--- config.mk ---
export PLATFORM = sky130hd
export DESIGN_NAME = uart_tx_arbiter
export DESIGN_NICKNAME = d
export VERILOG_FILES = /design/src/rtl/uart_arb_pkg.sv /design/src/rtl/uart_rr_pick.sv /design/src/rtl/uart_tx_arbiter.sv
export SDC_FILE = /design/constraint.sdc
export NUM_CORES = 1
export LEC_CHECK = 0
export CAP_MARGIN = 20
export CELL_PAD_IN_SITES_DETAIL_PLACEMENT = 0
export CELL_PAD_IN_SITES_GLOBAL_PLACEMENT = 2
export CORE_MARGIN = 4
export CORE_UTILIZATION = 25
export CTS_BUF_LIST = sky130_fd_sc_hd__clkbuf_4
export DETAILED_ROUTE_END_ITERATION = 16
export PLACE_DENSITY = 0.89
export REMOVE_ABC_BUFFERS = 1
export SETUP_SLACK_MARGIN = 0.5
export SYNTH_ARGS = -nofsm -noshare
export SYNTH_HDL_FRONTEND = slang
export SYNTH_SLANG_ARGS = --single-unit
export TNS_END_PERCENT = 20
--- constraint.sdc ---
create_clock -name clk -period 3.7 [get_ports clk]
set_input_delay 1.11 -clock clk [delete_from_list [all_inputs] [get_ports clk]]
set_output_delay 1.11 -clock clk [all_outputs]
set_load 0.005 [all_outputs]
--- src/rtl/uart_arb_pkg.sv ---
// Shared types and limits for the UART transmitter round-robin arbiter.
package uart_arb_pkg;

  localparam int UART_ARB_MAX_REQ = 8;

  typedef enum logic [1:0] {
    ARB       = 2'd0,
    START     = 2'd1,
    WAIT_BUSY = 2'd2,
    WAIT_IDLE = 2'd3
  } arb_state_t;

endpackage

--- src/rtl/uart_rr_pick.sv ---
// Combinational round-robin picker: first valid request at or above rr_ptr, wrapping.
module uart_rr_pick #(
  parameter int NUM_REQ = 4,
  parameter int GNT_W   = $clog2(NUM_REQ)
) (
  input  logic [NUM_REQ-1:0] req_valid,
  input  logic [GNT_W-1:0]   rr_ptr,
  output logic [NUM_REQ-1:0] win_onehot,
  output logic [GNT_W-1:0]   win_idx,
  output logic               any
);

  logic [GNT_W-1:0] cand;

  // NOTE: every output of a combinational block gets a default first; a path
  // that leaves one unassigned would infer a latch.
  always_comb begin
    win_onehot = '0;
    win_idx    = '0;
    any        = 1'b0;
    cand       = '0;
    for (int i = 0; i < NUM_REQ; i++) begin
      cand = GNT_W'((int'(rr_ptr) + i) % NUM_REQ);
      if (!any && req_valid[cand]) begin
        any              = 1'b1;
        win_idx          = cand;
        win_onehot[cand] = 1'b1;
      end
    end
  end

endmodule

--- src/rtl/uart_tx_arbiter.sv ---
// Round-robin arbiter sharing one UART transmitter among NUM_REQ byte producers.
// Optional packet lock enabled by defining UART_TX_ARB_LOCK_EN.
module uart_tx_arbiter
  import uart_arb_pkg::*;
#(
  parameter int NUM_REQ = 4,
  parameter int GNT_W   = $clog2(NUM_REQ)
) (
  input  logic                 clk,
  input  logic                 reset_n,
  input  logic [NUM_REQ-1:0]   req_valid,
  input  logic [8*NUM_REQ-1:0] req_data,
  input  logic [NUM_REQ-1:0]   req_lock,
  output logic [NUM_REQ-1:0]   req_ack,
  output logic [7:0]           tx_data,
  output logic                 tx_start,
  input  logic                 tx_ready,
  output logic [GNT_W-1:0]     gnt_id,
  output logic                 busy
);

  arb_state_t         state, next_state;
  logic [GNT_W-1:0]   rr_ptr, next_ptr;
  logic [GNT_W-1:0]   next_gnt, win_idx;
  logic [NUM_REQ-1:0] next_ack;
  logic [7:0]         next_data;
  logic               next_start;
  logic [NUM_REQ-1:0] pick_onehot;
  logic [GNT_W-1:0]   pick_idx;
  logic               pick_any;
  logic               lock_hold;

  uart_rr_pick #(
    .NUM_REQ (NUM_REQ),
    .GNT_W   (GNT_W)
  ) u_pick (
    .req_valid  (req_valid),
    .rr_ptr     (rr_ptr),
    .win_onehot (pick_onehot),
    .win_idx    (pick_idx),
    .any        (pick_any)
  );

`ifdef UART_TX_ARB_LOCK_EN
  // The previous winner keeps the transmitter while it holds lock and has a byte.
  assign lock_hold = req_lock[gnt_id] & req_valid[gnt_id];
`else
  logic unused_lock;
  assign unused_lock = ^req_lock;
  assign lock_hold   = 1'b0;
`endif

  assign win_idx = lock_hold ? gnt_id : pick_idx;

  always_comb begin
    next_state = state;
    next_start = tx_start;
    next_ack   = '0;
    next_data  = tx_data;
    next_gnt   = gnt_id;
    next_ptr   = rr_ptr;
    case (state)
      ARB: begin
        if (pick_any && tx_ready) begin
          next_state = START;
          next_start = 1'b1;
          next_gnt   = win_idx;
          next_data  = req_data[{win_idx, 3'b000} +: 8];
          if (lock_hold) begin
            next_ack = NUM_REQ'(1) << gnt_id;
          end else begin
            next_ack = pick_onehot;
            next_ptr = (pick_idx == GNT_W'(NUM_REQ - 1)) ? '0 : pick_idx + GNT_W'(1);
          end
        end
      end
      // Start is held through the drop of ready; the transmitter latches on start&ready.
      START: begin
        if (!tx_ready) begin
          next_start = 1'b0;
          next_state = WAIT_IDLE;
        end
      end
      WAIT_IDLE: begin
        if (tx_ready) next_state = ARB;
      end
      default: begin
        next_state = ARB;
        next_start = 1'b0;
      end
    endcase
  end

  // NOTE: sequential state uses non-blocking assignments so every register
  // samples the pre-edge values, independent of statement order.
  always_ff @(posedge clk) begin
    if (!reset_n) begin
      state    <= ARB;
      rr_ptr   <= '0;
      req_ack  <= '0;
      tx_data  <= 8'h00;
      tx_start <= 1'b0;
      gnt_id   <= '0;
      busy     <= 1'b0;
    end else begin
      state    <= next_state;
      rr_ptr   <= next_ptr;
      req_ack  <= next_ack;
      tx_data  <= next_data;
      tx_start <= next_start;
      gnt_id   <= next_gnt;
      busy     <= (next_state != ARB);
    end
  end

endmodule

# Yosys cells after proc, flatten, opt, wreduce, memory -nomap -nowiden
# Index checks and enable logic that the tools add are counted.
totals:
  ff_bits: 20
  input_bits: 43
  out_inout_bits: 16
  wordCells: 81
op_classes:
  n_addsub: 4
  magnitude_cmp: 8
  eq_ne: 5
  shift: 1
  mux: 36
  bitwise_logic: 4
  reduce_logical: 16
op_table:
  columns: ["operator", "count"]
  rows:
  - ["indexed part select 32 x 6 -> 8 bit", 1]
  - ["two-way mux 2 bit", 8]
  - ["two-way mux 4 bit", 4]
  - ["two-way mux 1 bit", 14]
  - ["< comparator 2 x 3 -> 1 bit (second input constant)", 4]
  - ["bitwise OR 4 bit", 3]
  - ["binary-select mux 1 bit (select 2 bit)", 4]
  - ["demux 1 bit (select 2 bit)", 4]
  - [">= comparator 2 x 1 -> 1 bit (second input constant)", 4]
  - ["logical AND 1 bit", 8]
  - ["case mux 2 bit (3 select lines)", 1]
  - ["AND reduction 3 bit", 2]
  - ["adder 2 x 1 -> 2 bit (second input constant)", 2]
  - ["adder 2 bit (second input constant)", 2]
  - ["equality test 2 bit (second input constant)", 2]
  - ["!= test 2 bit (second input constant)", 2]
  - ["logical NOT 1 bit", 3]
  - ["case mux 1 bit (3 select lines)", 1]
  - ["equality test 2 x 1 -> 1 bit (second input constant)", 1]
  - ["logical NOT 2 bit", 1]
  - ["AND reduction 2 bit", 1]
  - ["nonzero test 2 bit", 1]
  - ["NOT 1 bit", 1]

# Logic depth before layout (Yosys ltp)
# Gate-level depths: netlist of run 1.
depth:
  depth_word: 16
  mapped_depth: 13
  mapped_depth_nobuf: 9

# Modules after synthesis
# From an unflattened synthesis of run 1, not the netlist that was laid out.
unflattened:
  hier_cells: 120
  area_unflattened_um2: 1327.5
by_module_without_submodules:
  columns: ["mod", "instances", "cells_per_inst", "area_each_um2", "seq_area_each_um2"]
  rows:
  - ["uart_tx_arbiter", 1, 75, 908.4, 400.4]
  - ["uart_rr_pick", 1, 45, 419.2, 0.0]

# Worst setup path before layout of run 1
# OpenSTA, ideal clock, no wires.
synth_timing:
  path_kind: "input to register"
  start: "input req_valid[1]"
  end: "register rr_ptr[0]"
  setup_time_ns: 0.060
  arrival_time_ns: 2.908
  required_ns: 3.640
  slack_ns: 0.732
  path_stages: 10
  n_path_buf: 3
  cell_sequence: "clkbuf_2 mux4_2 nor2b_4 buf_6 o21ai_4 nand2_4 buf_6 ha_1 o31ai_1 and2_1"
synth_via:
  elab_chain_len: 14
  elab_cells_between_ends: 27
  cone_classes: "1 x add/sub; 1 x eq/ne; 17 x mux; 8 x reduce/logical"
synth_rtl:
  columns: ["item", "line_no", "text"]
  rows:
  - ["start, declared", "uart_tx_arbiter.sv:11", "input logic [NUM_REQ-1:0] req_valid,"]
  - ["binary-select mux 1 bit (select 2 bit)", "uart_rr_pick.sv:24", "if (!any && req_valid[cand]) begin"]
  - ["two-way mux 1 bit (implied by the code)", "uart_rr_pick.sv:24", null]
  - ["two-way mux 1 bit", "uart_rr_pick.sv:24", null]
  - ["logical NOT 1 bit", "uart_rr_pick.sv:24", null]
  - ["logical AND 1 bit", "uart_rr_pick.sv:24", null]
  - ["two-way mux 1 bit", "uart_rr_pick.sv:24", null]
  - ["logical NOT 1 bit", "uart_rr_pick.sv:24", null]
  - ["logical AND 1 bit", "uart_rr_pick.sv:24", null]
  - ["two-way mux 1 bit", "uart_rr_pick.sv:24", null]
  - ["logical NOT 1 bit", "uart_rr_pick.sv:24", null]
  - ["logical AND 1 bit", "uart_rr_pick.sv:24", null]
  - ["two-way mux 2 bit *", "uart_rr_pick.sv:24", null]
  - ["net pick_idx[0]", "uart_tx_arbiter.sv:29", "logic [GNT_W-1:0] pick_idx;"]
  - ["adder 2 x 1 -> 2 bit / equality test 2 bit (equally long branches)", "uart_tx_arbiter.sv:73", "next_ptr = (pick_idx == GNT_W'(NUM_REQ - 1)) ? '0 : pick_idx + GNT_W'(1);"]
  - ["two-way mux 2 bit *", "uart_tx_arbiter.sv:73", null]
  - ["end signal, assigned", "uart_tx_arbiter.sv:107", "rr_ptr <= next_ptr;"]
  - ["end, declared", "uart_tx_arbiter.sv:23", "logic [GNT_W-1:0] rr_ptr, next_ptr;"]
# The timed path passes the listed nets; every way through them passes the cells marked *. The select of a mux whose other input is x is not followed.
# A chain may end at the register's enable or synchronous reset.

# Final worst setup path of run 1
layout_timing:
  start: "input req_valid[1]"
  end: "register tx_data[4]"
layout_via:
  elab_chain_len: 14
  elab_cells_between_ends: 25
  cone_classes: "1 x shift; 16 x mux; 8 x reduce/logical"
layout_rtl:
  columns: ["item", "line_no", "text"]
  rows:
  - ["branches (longest 14 deep; another with binary-select mux 1 bit (select 2 bit))", null, null]
  - ["end signal, assigned", "uart_tx_arbiter.sv:109", "tx_data <= next_data;"]
  - ["end, declared", "uart_tx_arbiter.sv:15", "output logic [7:0] tx_data,"]
# Parallel ways; which one is timed is not known. The select of a mux whose other input is x is not followed.

==> results of run 1 <==
-- flip-flops by register name, indices dropped and copies added, names as in the netlist --
| name | cells |
|---|---|
| rr_ptr | 2 |
| tx_start | 1 |
| state | 2 |
| req_ack | 4 |
| tx_data | 8 |
| gnt_id | 2 |
| busy | 1 |
-- worst max-delay path by stage --
stage | start | to | slack [ns]
6_report | req_valid[1] | tx_data[4] | 0.63
5_1_grt | req_valid[1] | rr_ptr[0] | 0.54
4_1_cts | req_valid[1] | tx_data[6] | 0.56
3_5_place_dp | req_valid[1] | tx_data[5] | 0.23
3_3_place_gp | req_valid[1] | tx_data[6] | 0.25
2_1_floorplan | rr_ptr[0] | rr_ptr[0] | 0.59
-- power by group through the flow --
stage          clock (W)  combinational [W]  sequential, W
6_report        0.000106           0.000518       0.000264
5_1_grt         0.000121           0.000573       0.000268
4_1_cts         0.000112           0.000516       0.000264
3_5_place_dp           0           0.000513       0.000268
3_3_place_gp           0           0.000511       0.000268
2_1_floorplan          0           0.000286       0.000282
-- what timing repair did --
| item | 4_1_cts | 5_1_grt |
|---|---|---|
| setup buffers | 0 | 1 |
| gates resized for setup | 0 | 1 |
| hold buffers | 0 | 0 |
| hold endpoints to repair | 0 | 0 |
| endpoints found under the setup margin | 0 | 8 |
-- per-layer routing --
metal | GRT usage | share of wire | wire (µm)
met2 | 0.182 | 0.49 | 1890
met3 | 0.0320 | 0.044 | 171
met1 | 0.140 | 0.47 | 1830
met4 | 0.00863 | 0 | 0
met5 | 0 | 0 | 0
-- cell families after synthesis --
logic type,share of synthesized area
compound gates,0.237
fa+ha+maj,0.0763
buf+inv,0.0712
flops,0.271
mux,0.132
simple gates,0.212
-- cell usage in the layout, fill, tap and decap left out, types with 7 or more instances in the layout --
master,count
clkdlybuf4s50_1,54
mux2i_1,15
nand3_1,13
nor2_1,15
buf_4,15
ha_1,9
dfxtp_1,20
o221ai_1,7
nand2_1,15
-- worst max-delay path, delay by kind of cell --
kind	cells	cell delay, ns
buffers and inverters	3	0.91
AND/OR/NAND/NOR	2	0.28
multiplexers	2	0.76
AO/OA/AOI/OAI	2	0.20
-- metrics by stage --
step	utilization	cell area (µm²)
final	0.388	2180
after detailed placement	0.382	2140
after global placement	0.382	2140
after global routing	0.388	2180
after CTS	0.387	2170
after floorplan	-	1390
-- final cells by class --
| cell class | count | area share |
|---|---|---|
| clock buffers | 3 | 0.0103 |
| inverters | 4 | 0.00689 |
| clock inverters | 1 | 0.00172 |
| flip-flops and latches | 20 | 0.184 |
| multi-input cells | 129 | 0.447 |
| repair buffers | 70 | 0.309 |
| well taps | 72 | 0.0414 |
==> impl_metrics.tcl, run 1 <==
set metrics [dict create \
    status "completed" \
    die_y_um 84.9 \
    drive_gt1_frac 0.141 \
    netlist_area_um2 1480 \
    netlist_instances 167 \
    setup_violations 0 \
    hold_path_startpoint "gnt_id[1]" \
    drt-initial-drc-count 74 \
    dr.pass1.iters 4 \
    skew_ns 0.00144 \
    cts.path.max_buffers 2 \
    ant_nets 0 \
    vias 1433 \
    finalMaxSlewViolations 0 \
    antenna_found_initial 0 \
    slew_headroom 0.710 \
    design.die.area_um2 7200 \
    end_kind "flop" \
    tightestPinTransition_ns 0.430 \
    multiInputGateArea_um2 973 \
    grtUsageTotal 0.107 \
    cts.sinks 20 \
    cts_tree "yes" \
    regArea_um2 400 \
    synth.top_cell.area_share 0.271 \
    r2r_slack_ns 0.93 \
    clockPowerShare 0.119 \
    max_stage_delay_ns 0.56 \
    syn_avg_cell_area_um2 8.84 \
    r2r-start "rr_ptr[0]" \
    rr_endpoint "tx_data[4]" \
    grt_pass1_wl_um 6520 \
    total_power_w 0.000887 \
    routedWlPerCell_um 13.0 \
    crit_path_start_kind "primary input" \
    start_util 0.263 \
    fp.dieW_um 84.9 \
    gp_congestion 0.730 \
    numPortBuffers 54 \
    htree_levels 1 \
    min_path_cells 2 \
    crit_path_top_delay_cell "clkdlybuf4s50_1" \
    layout.cells.non_filler 299 \
    routed_via_density 4.79 \
    seqPwrFrac 0.297 \
    fp.coreArea_um2 5610 \
    yosys-top-cells-count "dfxtp_1 (20), mux2i_1 (15), nand2_1 (15), nor2_1 (15), nand3_1 (13)" \
    intPower_w 0.000561 \
    p_sw_frac 0.368 \
    overflow 0 \
    clk_latency_ns 0.30 \
    root_buffer "clkbuf_4" \
    yosys.area.top_type "dfxtp_1" \
    clock.fmax_mhz 326 \
    grt_pass1_vias 1400 \
    power_switching_w 0.000326 \
    cts_buffers 3 \
    worst_hold_slack_ns 0.497 \
    synth_ff_type "dfxtp_1" \
    min_path_type "reg -> reg" \
    rows 27 \
    synth_most_common_cell "dfxtp_1" \
    cp_max_fo 12 \
    rsz0062_at_grt "no" \
    cp.arrival_ns 3.25 \
    dp_cells 294 \
    p_comb_frac 0.583 \
    num_antenna_cells 0 \
    final-hold-violation-count 0 \
    final.min_clock_period_ns 3.07 \
    dp_hpwl_um 3090 \
    yosys_warnings 0 \
    crit_type "in -> reg" \
    powerDensity_nw_per_um2 407 \
    yosys_register_bits 20 \
    finalCritPeriodShare 0.830 \
    min_to "gnt_id[1]" \
    crit_chain "clkdlybuf4s50_1 -> mux4_2 -> buf_4 -> nor2b_4 -> o21ai_4 -> nand2_4 -> buf_12 -> mux2i_1 -> o221ai_1" \
    vdd_drop_max_mv 0.198 \
    nNetsFinal 280 \
    synth_edf_count 0 \
    areaGrowthSynthToFinish_pct 47.5 \
    final.fill_count 582 \
    synthTopCellsByArea "dfxtp_1 (27%), mux2i_1 (10%), ha_1 (7.6%)" \
    drc 0 \
    p_leak_nw 0.839 \
    maxCapViolCount 0 \
    grt_max_degree 18 \
    pin_count 59 \
    worst_slack_ns 0.630 \
    seq_area_frac_synth 0.271 \
    fin_tns_setup_ns 0 \
    clk_pin_slew_ns 0.11 \
    wl_um 3890 \
    yosysUniqueCellTypes 46 \
    r2r_cells 10 \
    ys_async_sr_fraction 0 \
    pre_cts_slack_ns 0.230 \
    required_ns 3.88 \
]
(Power assumes the default switching activity.)
==> run 2, diff against run 1 <==
--- a/config.mk
+++ b/config.mk
@@ -9,10 +9,10 @@
 export CELL_PAD_IN_SITES_DETAIL_PLACEMENT = 0
 export CELL_PAD_IN_SITES_GLOBAL_PLACEMENT = 2
 export CORE_MARGIN = 4
-export CORE_UTILIZATION = 25
+export CORE_UTILIZATION = 23
 export CTS_BUF_LIST = sky130_fd_sc_hd__clkbuf_4
 export DETAILED_ROUTE_END_ITERATION = 16
-export PLACE_DENSITY = 0.89
+export PLACE_DENSITY = 0.87
 export REMOVE_ABC_BUFFERS = 1
 export SETUP_SLACK_MARGIN = 0.5
 export SYNTH_ARGS = -nofsm -noshare
==> constraint.sdc (replaced) <==
create_clock -name clk -period 2.6 [get_ports clk]
set_input_delay 0.78 -clock clk [delete_from_list [all_inputs] [get_ports clk]]
set_output_delay 0.78 -clock clk [all_outputs]
set_load 0.005 [all_outputs]
==> run 2 against run 1 <==
Sequential power up 44%. Global-route usage up 0.24 points. Final cell count up 9.7%. Clock power up 41%. Critical path type unchanged.
==> impl_metrics.tcl, run 2 (synthesized netlist as in run 1, its figures left out) <==
set metrics [dict create \
    drt-initial-drc-count 41 \
    vdd_drop_max_mv 0.260 \
    min_path_type "reg -> reg" \
    ant_nets 0 \
    wl_um 4400 \
    clockPowerShare 0.100 \
    skew_ns 0.00174 \
    final.fill_count 619 \
    layout.cells.non_filler 328 \
    largest_reg_flops 8 \
    cts_buffers 3 \
    cts_tree "yes" \
    p_leak_nw 0.986 \
    num_antenna_cells 0 \
    vias 1571 \
    end_kind "flop" \
    fin_tns_setup_ns 0 \
    grtUsageTotal 0.110 \
    start_util 0.244 \
    tightestPinTransition_ns 0.286 \
    maxCapViolCount 0 \
    reg_top3 "tx_data: 8 flops, req_ack: 4 flops" \
    final_common_cell "clkdlybuf4s50_1" \
    cts.path.max_buffers 2 \
    drc 0 \
    dp_hpwl_um 3340 \
    status "completed" \
    htree_levels 1 \
    crit_chain "clkdlybuf4s15_2 -> or3b_1 -> a2111o_1 -> nand3_2 -> o41a_1 -> ha_2 -> nand2_1 -> a21boi_0" \
    setup_violations 0 \
    dp_cells 318 \
    antenna_found_initial 0 \
    powerDensity_nw_per_um2 595 \
    power_switching_w 0.000529 \
    worst_hold_slack_ns 0.487 \
    crit_path_top_delay_cell "a2111o_1" \
    crit_path_start_kind "primary input" \
    grt_pass1_vias 1516 \
    fp.coreArea_um2 6060 \
    root_buffer "clkbuf_4" \
    clk_latency_ns 0.30 \
    stdcell_area_um2 2500 \
    areaGrowthSynthToFinish_pct 69.4 \
    worst_slack_ns 0.307 \
    final-hold-violation-count 0 \
    cp_max_fo 6 \
    nNetsFinal 307 \
    p_comb_frac 0.644 \
    placed_area_um2 2300 \
    gp_congestion 0.833 \
    rows 28 \
    final_cell_mix "clkdlybuf4s50_1 (50), buf_4 (36), dfxtp_1 (18), nand2_1 (15), nor2_1 (15)" \
    grt_max_degree 18 \
    grt_pass1_wl_um 6830 \
    clk_pin_slew_ns 0.11 \
    slew_headroom 0.808 \
    crit_type "in -> reg" \
    finalMaxSlewViolations 0 \
    overflow 0 \
    routed_via_density 4.79 \
    fp.dieW_um 88.1 \
    seqPwrFrac 0.255 \
    max_stage_delay_ns 0.38 \
    design.die.area_um2 7770 \
    die_y_um 88.1 \
    pin_count 59 \
    cp.arrival_ns 2.49 \
    required_ns 2.80 \
    routedWlPerCell_um 13.4 \
    pre_cts_slack_ns -0.424 \
    p_sw_frac 0.356 \
    cts.sinks 20 \
    dr.pass1.iters 4 \
    drive_gt1_frac 0.316 \
    clock.fmax_mhz 436 \
    top_register "tx_data" \
    numPortBuffers 54 \
    finalCritPeriodShare 0.882 \
    final.min_clock_period_ns 2.29 \
    rsz0062_at_grt "yes" \
    intPower_w 0.000959 \
]
-- run 2: worst max-delay path: cells and delay by family --
kind            cells  cell delay [ns]
compound gates      3             0.69
fa+ha+maj           1             0.30
buf+inv             1             0.22
simple gates        3             0.50
-- run 2: power groups by stage --
stage / registers [W] / logic (W) / clock network (W)
floorplan: 0.000401 / 0.000407 / 0
global placement: 0.000383 / 0.000801 / 0
detailed placement: 0.000382 / 0.000811 / 0
CTS: 0.000380 / 0.000931 / 0.000157
global route: 0.000385 / 0.00104 / 0.000171
finish: 0.000380 / 0.000959 / 0.000149
-- run 2: metal layers --
layer  track usage  vias up  share of wire
met2         0.192       28           0.51
met1         0.139      742           0.44
met5             0        -              0
li1              -      799              -
met4        0.0137        0         0.0023
met3        0.0301        2          0.049
-- run 2: repair_timing --
| item | CTS | global route |
|---|---|---|
| resized for setup | 31 | 9 |
| setup endpoints to repair | 17 | 15 |
| pin swaps | 6 | 5 |
| hold buffers | 0 | 0 |
| buffers inserted | 5 | 1 |
| endpoints found under the hold margin | 0 | 0 |
| gates cloned | 1 | 0 |
-- run 2: metrics by stage --
stage	power, W	util
2_1_floorplan	0.000808	-
3_3_place_gp	0.00118	0.380
3_5_place_dp	0.00119	0.380
4_1_cts	0.00147	0.405
5_1_grt	0.00160	0.413
6_report	0.00149	0.413
-- run 2: final cells by class --
type | instances | area (µm²) | share of cell area
Timing Repair Buffer | 97 | 913 | 0.365
Inverter | 4 | 17.5 | 0.00700
Sequential cell | 20 | 403 | 0.161
Multi-Input combinational cell | 129 | 1050 | 0.420
Tap cell | 75 | 93.8 | 0.0375
Clock buffer | 3 | 22.5 | 0.00900
-- run 2: path summary, 6_finish.rpt --
kind,startpoint,end,slack (ns),cells past startpoint
min reg2reg,gnt_id[1],gnt_id[1],0.49,2
max reg2reg,rr_ptr[1],tx_data[2],0.34,9
min,gnt_id[1],gnt_id[1],0.49,2
max,req_valid[0],rr_ptr[1],0.31,8
==> run 3, diff against run 2 <==
--- a/config.mk
+++ b/config.mk
@@ -12,10 +12,11 @@
 export CORE_UTILIZATION = 23
 export CTS_BUF_LIST = sky130_fd_sc_hd__clkbuf_4
 export DETAILED_ROUTE_END_ITERATION = 16
-export PLACE_DENSITY = 0.87
+export PLACE_DENSITY = 0.86
 export REMOVE_ABC_BUFFERS = 1
 export SETUP_SLACK_MARGIN = 0.5
 export SYNTH_ARGS = -nofsm -noshare
 export SYNTH_HDL_FRONTEND = slang
+export SYNTH_HIERARCHICAL = 1
 export SYNTH_SLANG_ARGS = --single-unit
 export TNS_END_PERCENT = 20
==> run 3 against run 2 <==
Final cell count is 15% lower. Clock power is 5% lower. Hold slack worse by 0.027 ns. Die area is 9.2% lower. Wire length is 8.6% lower. Largest cell class unchanged. Critical endpoint is now tx_data[4].
==> impl_metrics.tcl, run 3 <==
set metrics [dict create \
    dp_hpwl_um 2760 \
    top_register "tx_data" \
    gp_congestion 0.829 \
    rows 27 \
    max_stage_delay_ns 0.50 \
    layout.cells.non_filler 280 \
    yosys_warnings 6 \
    powerDensity_nw_per_um2 1100 \
    grtUsageTotal 0.115 \
    grt_util_met3 0.0336 \
    netlist_area_um2 1330 \
    power_switching_w 0.000969 \
    antenna_found_initial 0 \
    postCtsHoldBufs 0 \
    yosys-top-cells-count "dfxtp_1 (20), mux4_2 (10), nand2_1 (9), nor2_1 (9)" \
    path_delay_family "multiplexers" \
    yosysUniqueCellTypes 35 \
    crit_type "in -> reg" \
    syn_avg_cell_area_um2 11.1 \
    crit_path_start_kind "primary input" \
    routedWlPerCell_um 14.4 \
    clk_pin_slew_ns 0.11 \
    grt_pass1_vias 1307 \
    synthTopCellsByArea "dfxtp_1 (30%), mux4_2 (17%), ha_1 (5.7%)" \
    synth_ff_type "dfxtp_1" \
    die_y_um 84.0 \
    cts.path.max_buffers 2 \
    finalMaxSlewViolations 0 \
    utilization 0.430 \
    synth_edf_count 0 \
    drt-initial-drc-count 56 \
    areaGrowthSynthToFinish_pct 79.5 \
    yosys.area.top_type "dfxtp_1" \
    fin_tns_setup_ns 0 \
    root_buffer "clkbuf_4" \
    cts_buffers 3 \
    start_util 0.240 \
    fp.coreArea_um2 5540 \
    seq_area_frac_synth 0.302 \
    synth_most_common_cell "dfxtp_1" \
    pre_cts_slack_ns -0.764 \
    reg_top3 "tx_data: 8 flops, req_ack: 4 flops" \
    met1_usage 0.143 \
    clock.fmax_mhz 395 \
    ant_nets 0 \
    final.fill_count 555 \
    p_leak_nw 0.903 \
    pin_count 59 \
    netlist_instances 120 \
    num_antenna_cells 0 \
    cp.arrival_ns 2.70 \
    grt_max_degree 13 \
    dp_cells 262 \
    final.min_clock_period_ns 2.53 \
    design.die.area_um2 7050 \
    dr.pass1.iters 4 \
    maxCapViolCount 0 \
    crit_chain "buf_6 -> mux4_2 -> buf_6 -> nor4b_4 -> nor2_2 -> a32o_2 -> mux4_2 -> o2bb2ai_1" \
    synth.top_cell.area_share 0.302 \
    setup_violations 0 \
    final-hold-violation-count 0 \
    cp_max_fo 5 \
    cts_tree "yes" \
    finalCritPeriodShare 0.973 \
    skew_ns 0.00302 \
    nNetsFinal 259 \
    intPower_w 0.00166 \
    clockPowerShare 0.054 \
    use_met2 0.205 \
    htree_levels 1 \
    rsz0062_at_grt "yes" \
    largest_reg_flops 8 \
    grt_pass1_wl_um 6540 \
    p_comb_frac 0.780 \
    final_common_cell "clkdlybuf4s50_1" \
    vias 1289 \
    seqPwrFrac 0.166 \
    end_kind "flop" \
    worst_hold_slack_ns 0.460 \
    crit_path_top_delay_cell "mux4_2" \
    busiest_layer "met2" \
    clk_latency_ns 0.29 \
    min_path_type "reg -> reg" \
    path_buf_inv 2 \
    status "completed" \
    drive_gt1_frac 0.380 \
    slew_headroom 0.595 \
    routed_via_density 4.60 \
    required_ns 2.77 \
    yosys_register_bits 20 \
    numPortBuffers 54 \
    multiInputGateArea_um2 961 \
    p_sw_frac 0.369 \
    tightestPinTransition_ns 0.606 \
    regArea_um2 404 \
    worst_slack_ns 0.0691 \
    fp.dieW_um 84.0 \
    vdd_drop_max_mv 0.337 \
    overflow 0 \
    final_cell_mix "clkdlybuf4s50_1 (50), buf_4 (29), dfxtp_1 (19), mux4_2 (12)" \
    drc 0 \
    ys_async_sr_fraction 0 \
    wl_um 4020 \
    cts.sinks 20 \
]
## run 3: kinds of logic after synthesis
kind of cell	after synthesis	synth area share
buffers and inverters	12	0.0537
multiplexers	19	0.264
AND/OR/NAND/NOR	32	0.151
adder cells (fa/ha/maj)	6	0.0565
AO/OA/AOI/OAI	31	0.173
flip-flops	20	0.302
## run 3: area by class of cell
type	instances	area share
multi-input combinational	89	0.403
timing repair buffer	91	0.372
inverter	5	0.00787
tap	72	0.0378
sequential	20	0.170
clock buffer	3	0.00945
## run 3: metal layers
metal | vias to the layer above | share of wire
met5 | - | 0
met4 | 0 | 0.0030
met3 | 2 | 0.041
met2 | 36 | 0.52
met1 | 607 | 0.43
li1 | 644 | -
## run 3: path summary, 6_finish.rpt
kind         cells after the start  slack, ns         start         end
min reg2reg                      2       0.46    tx_data[3]  tx_data[3]
max reg2reg                      8       0.13     rr_ptr[0]  tx_data[4]
min                              2       0.46    tx_data[3]  tx_data[3]
max                              8       0.07  req_valid[3]  tx_data[4]
## run 3: what timing repair did
action,in CTS,in global routing
endpoints found under the setup margin,19,19
pin swaps,4,4
setup buffers,10,3
resized for setup,38,11
cloned,2,0
## run 3: power groups by stage
stage | Sequential, W | Clock, W | Combinational, W
floorplan | 0.000472 | 0 | 0.000831
global placement | 0.000439 | 0 | 0.00148
detailed placement | 0.000440 | 0 | 0.00149
CTS | 0.000434 | 0.000153 | 0.00194
global route | 0.000446 | 0.000172 | 0.00223
finish | 0.000436 | 0.000141 | 0.00205
## run 3: tightest hold or removal path: stages (launching register included)
cell and delay (ns):
dfxtp_1 0.32, nand2_1 0.05, o2bb2ai_1 0.06
## run 3: metrics by stage
step	area [µm²]	total power, W
final	2380	0.00263
after global routing	2380	0.00285
after CTS	2300	0.00252
after detailed placement	2110	0.00193
after floorplan	1270	0.00130
after global placement	2110	0.00192
